$ cat src/rtl/tick_div_chain.sv
// Cascade of programmable tick dividers with a single-slot divisor load port.
// Square-wave outputs are built only when TICK_DIV_SQUARE_OUT_EN is defined.
module tick_div_chain #(
    parameter int NUM_CH = 3,
    parameter int CNT_W = 16,
    parameter logic [NUM_CH*CNT_W-1:0] DIV_INIT = {16'd60, 16'd60, 16'd1000},
    localparam int CH_W = (NUM_CH > 1) ? $clog2(NUM_CH) : 1
) (
    input  logic              clock,
    input  logic              reset,
    input  logic              enable,
    input  logic              clear,
    input  logic              ld_valid,
    input  logic [CH_W-1:0]   ld_ch,
    input  logic [CNT_W-1:0]  ld_div,
    output logic              ld_ready,
    output logic              ld_err,
    output logic [NUM_CH-1:0] tick,
    output logic [NUM_CH-1:0] sq_out
);

    localparam logic [CH_W:0] NUM_CH_L = (CH_W+1)'(NUM_CH);

    logic [CNT_W-1:0]  cnt      [NUM_CH];
    logic [CNT_W-1:0]  div      [NUM_CH];
    logic [CNT_W-1:0]  cnt_next [NUM_CH];
    logic [NUM_CH-1:0] adv;
    logic [NUM_CH-1:0] wrap;
    logic [NUM_CH-1:0] apply_sel;
    logic [CH_W-1:0]   pend_ch;
    logic [CNT_W-1:0]  pend_div;
    logic              pending;
    logic              accept;
    logic              bad_load;
    logic              apply_hit;

    // ld_ready doubles as the "slot empty" flag so it is a true flop output.
    assign pending  = ~ld_ready;
    assign accept   = ld_valid & ld_ready;
    assign bad_load = (ld_div == '0) || ({1'b0, ld_ch} >= NUM_CH_L);

    always_comb begin
        adv       = '0;
        wrap      = '0;
        apply_sel = '0;
        for (int k = 0; k < NUM_CH; k++) begin
            cnt_next[k] = cnt[k];
            if (k == 0)
                adv[k] = enable;
            else
                adv[k] = enable & tick[(k == 0) ? 0 : k-1];
            // >= rather than == so a count left above a shrunken divisor still wraps.
            wrap[k]      = (cnt[k] >= div[k] - CNT_W'(1));
            apply_sel[k] = pending && (pend_ch == CH_W'(k));
            if (adv[k])
                cnt_next[k] = wrap[k] ? '0 : cnt[k] + CNT_W'(1);
        end
        apply_hit = |(apply_sel & adv & wrap);
    end

    always_ff @(posedge clock or negedge reset) begin
        if (!reset) begin
            for (int k = 0; k < NUM_CH; k++) begin
                cnt[k] <= '0;
                div[k] <= DIV_INIT[k*CNT_W +: CNT_W];
            end
            tick     <= '0;
            ld_ready <= 1'b1;
            ld_err   <= 1'b0;
            pend_ch  <= '0;
            pend_div <= '0;
        end else begin
            ld_err <= 1'b0;
            if (clear) begin
                for (int k = 0; k < NUM_CH; k++) begin
                    cnt[k] <= '0;
                    if (apply_sel[k])
                        div[k] <= pend_div;
                end
                tick     <= '0;
                ld_ready <= 1'b1;
            end else begin
                for (int k = 0; k < NUM_CH; k++) begin
                    cnt[k]  <= cnt_next[k];
                    tick[k] <= adv[k] & wrap[k];
                    if (apply_sel[k] && adv[k] && wrap[k])
                        div[k] <= pend_div;
                end
                if (apply_hit)
                    ld_ready <= 1'b1;
            end
            // Acceptance only happens with the slot empty, so it never races the apply above.
            if (accept) begin
                if (bad_load) begin
                    ld_err <= 1'b1;
                end else begin
                    ld_ready <= 1'b0;
                    pend_ch  <= ld_ch;
                    pend_div <= ld_div;
                end
            end
        end
    end

`ifdef TICK_DIV_SQUARE_OUT_EN
    always_ff @(posedge clock or negedge reset) begin
        if (!reset) begin
            sq_out <= '0;
        end else if (clear) begin
            sq_out <= '0;
        end else begin
            for (int k = 0; k < NUM_CH; k++) begin
                if (adv[k])
                    sq_out[k] <= (cnt_next[k] >= (div[k] >> 1));
            end
        end
    end
`else
    assign sq_out = '0;
`endif

endmodule

$ cat config.mk
export PLATFORM = sky130hd
export DESIGN_NAME = tick_div_chain
export DESIGN_NICKNAME = d
export VERILOG_FILES = /design/src/rtl/tick_div_chain.sv
export SDC_FILE = /design/constraint.sdc
export NUM_CORES = 1
export LEC_CHECK = 0
export CAP_MARGIN = 20
export CORE_UTILIZATION = 40
export CTS_CLUSTER_DIAMETER = 40
export DETAILED_ROUTE_END_ITERATION = 8
export GPL_TIMING_DRIVEN = 0
export PLACE_DENSITY = 0.52
export SLEW_MARGIN = 10
export SYNTH_ARGS = -nofsm -noshare
export SYNTH_HDL_FRONTEND = slang
export SYNTH_SLANG_ARGS = --single-unit
$ cat constraint.sdc
create_clock -name clock -period 6.6 [get_ports clock]
set_input_delay 0.99 -clock clock [delete_from_list [all_inputs] [get_ports clock]]
set_output_delay 0.99 -clock clock [all_outputs]
set_load 0.02 [all_outputs]
==> summary.txt <==
Clock tree
  • Clk Latency, worst-skew pair: 0.43 ns
  • TritonCTS clock tree: yes
  • Max clock buf depth: 2
  • Total of cells resized after clock tree synthesis: 0
  • Number of hold buffers added after cts: 0
  • H-tree depth: 4
  • Cts bufs inserted: 17
  • Root Driver: sky130_fd_sc_hd__clkbuf_16
  • Post-CTS setup buffer count: 0
  • Clk slew on worst S/H paths: 0.06 ns
  • Number of sinks handled by clock tree synthesis: 119

Routing
  • Routed length per placed instance: 18.2 microns
  • DRC errors left: 0
  • Vias: 6160
  • DRT antenna net count: 0
  • Violation count after the first detailed-routing iteration: 482
  • Routed WL: 19500 microns
  • Detailed-router iteration count before antenna repair: 5
  • Routed via count divided by cell count: 5.72

Synthesis
  • Mapped cell area: 0.00758 sq mm
  • Netlist cell types: 62
  • Biggest area contributors in the synthesized netlist: sky130_fd_sc_hd__dfrtp_1 (34%), sky130_fd_sc_hd__ha_1 (8.9%), sky130_fd_sc_hd__mux2_2 (5.9%), sky130_fd_sc_hd__dfstp_2 (5.2%), sky130_fd_sc_hd__nand2_1 (3.5%)
  • Leading area contributor after synthesis: sky130_fd_sc_hd__dfrtp_1
  • Ys Warns: 0
  • Synth async-reset ratio: 1.00
  • Gate Count Post-Synth: 786
  • Share of the yosys chip area belonging to registers: 0.395
  • Register bit count reported by yosys: 119
  • Number of synthesized flops with an enable pin: 0
  • Top FF cell, synth: sky130_fd_sc_hd__dfrtp_1
  • Avg Synthesized Cell Area: 9.65 sq um
  • Area share of the leading cell type in the synthesized netlist: 0.343

Pwr
  • Standby leakage power: 3.67 nW
  • Highest ir drop seen on vdd: 0.215 mV
  • Power density relative to cell area: 298 mW/mm^2
  • Combinational fraction of design power: 0.240
  • Cell-internal power: 1.72 mW
  • Power after layout: 2.60 mW
  • Fraction of power consumed by sequential logic: 0.417
  • Sw Ratio: 0.339
  • Net switching component of the power: 883 uW
  • Clock power share: 0.343

Place
  • Placement Cell Area: 0.00817 sq mm
  • Total instance count after detailed placement: 1044
  • Post-detailed-placement half-perimeter wirelength: 14100 microns
  • Worst setup slack after placement: 2.24 ns
  • Placer Congestion: 0.809
  • Count of buffers inserted at the top-level ports: 26

Setup path
  • Arrival time of the worst setup path: 4.71 ns
  • Biggest fanout along the worst timing path: 10
  • CP Capture Type: flop
  • Worst flop-to-flop path startpoint: div[3]
  • Type of element launching the critical path: flop
  • Logic depth of the worst register-to-register path: 12
  • Terminus of the critical flop-to-flop path: div[10]
  • Path type of the worst setup path: flop to flop
  • Source of the critical timing path: div[3]
  • WP data required: 6.88 ns
  • Worst reg2reg setup slack: 2.18 ns

STA
  • Final period demand of the worst path: 4.42 ns
  • Max-Slew Margin vs Limit: 0.467
  • Setup-failing EPs final: 0
  • Final Max Tran Viols: 0
  • Final clock period utilization by the worst path: 0.670
  • Unrepaired setup endpoints after global routing: false
  • Count of final hold-check violations: 0
  • Slew @ Worst Pin: 0.799 ns
  • Achievable frequency: 226 MHz
  • Layout Skew: 0.0115 ns
  • Fin worst setup slack: 2.18 ns

Die
  • Horiz. Die Dim: 140 microns
  • Number of standard-cell rows in the floorplan: 49
  • Number of top-level design ports: 31
  • Initial core utilization: 0.415
  • Die ar.: 0.0195 sq mm
  • Core Region: 0.0183 sq mm
  • Die Y: 140 microns

Final layout
  • Filler-free cell count of the finished design: 1076
  • Post-route cell area: 0.00873 sq mm
  • Fraction of final layout cells with drive strength greater than 1: 0.139
  • Area Overhead vs Synth: 15.1%
  • Most common library cell in the layout ignoring fill and taps: sky130_fd_sc_hd__dfrtp_1
  • Antenna Cells: 0
  • Layout Nets: 911
  • Commonest cells after routing, fill and taps aside: sky130_fd_sc_hd__dfrtp_1 (104), sky130_fd_sc_hd__nand2_1 (71), sky130_fd_sc_hd__ha_1 (54)

GRT
  • Number of antenna violations at the first check in global routing: 0
  • GRT Resource Usage Total: 0.218
  • Largest net degree at the start of global routing: 66
  • Overflow after GRT: 0
  • Global-route wire length before repair: 32800 microns
  • Via count of the first global-routing pass: 6335

Job
  • Max cap viols: 0

Min path
  • Class of the tightest hold or removal check: primary input to async pin

Run status
  • Run status: completed
[per-layer routing]
metal / part of all wire / GRT usage
met2: 0.48 / 0.363
met4: 0.016 / 0.0677
met5: 0 / 0
met1: 0.45 / 0.276
met3: 0.048 / 0.0554
[area by class of cell]
type,instances,area (sq um)
clock buffer,17,425
inverter,23,86.3
tap,229,287
fill,1712,9540
timing repair buffer,27,289
sequential,119,3000
clock inverter,15,134
multi-input combinational,612,4350
buffer,34,155
[through the flow]
step / util / setup TNS [ns] / hold slack [ns]
after floorplan: - / 0 / 0.478
after global placement: 0.445 / -27.77 / 0.517
after detailed placement: 0.447 / 0 / 0.516
after CTS: 0.478 / 0 / 0.529
after global routing: 0.478 / 0 / 0.546
final: 0.478 / 0 / 0.523
[logic make-up after synthesis]
logic type / synth area share
xor+xnor: 0.0520
buf+inv: 0.0318
other cells: 0.000494
mux: 0.0805
simple gates: 0.196
fa+ha+maj: 0.0891
compound gates: 0.155
flops: 0.395
[worst max-delay path: stages, from the launching register on]
cell	delay (ns)
sky130_fd_sc_hd__dfstp_2	0.40
sky130_fd_sc_hd__nor4_1	0.34
sky130_fd_sc_hd__nand2_1	0.15
sky130_fd_sc_hd__nor4_1	0.49
sky130_fd_sc_hd__or3b_2	0.50
sky130_fd_sc_hd__xor2_1	0.16
sky130_fd_sc_hd__ha_1	0.31
sky130_fd_sc_hd__and4_1	0.24
sky130_fd_sc_hd__nand4_1	0.14
sky130_fd_sc_hd__o221ai_1	0.23
sky130_fd_sc_hd__a221oi_2	0.66
sky130_fd_sc_hd__clkbuf_1	0.48
sky130_fd_sc_hd__o211ai_1	0.17
[cell usage after synthesis (all sizes together), types with 4 or more instances]
cell and count:
nor2b 17, a21o 13, nor3 21, o211ai 16, nand3 42, nand2 71, nor2 37, inv 23
or3 11, nand4 9, a31oi 20, xor2 21, a21oi 38, a211oi 6, buf 11, clkbuf 23
nand2b 15, a221oi 17, a22o 8, dfstp 15, nand3b 4, ha 54, dfrtp 104, and3 19
xnor2 24, o21ai 35, and4 4, nor4 20, mux2 50, and2 7, nor3b 6
[sequential cells by signal, indices dropped and copies added (netlist names)]
name	cells
tick	3
pend_ch	2
div	48
ld_ready	1
pend_div	16
ld_err	1
cnt	48
[how the worst max path moves through the flow]
stage	endpoint	slack [ns]
3_5_place_dp	tick[2]	2.24
6_report	div[10]	2.18
4_1_cts	div[10]	2.21
5_1_grt	div[11]	1.74
2_1_floorplan	ld_ready	2.90
3_3_place_gp	cnt[34]	-0.28
[power by group through the flow]
stage                     clock, mW  sequential (mW)  combinational [mW]
after CTS                     0.914             1.09               0.634
after floorplan                   0             1.02               0.492
final                         0.893             1.09               0.626
after global placement            0             1.09               0.601
after global routing          0.956             1.11               0.712
after detailed placement          0             1.10               0.628
No activity file was read; power rests on OpenSTA's default activity.
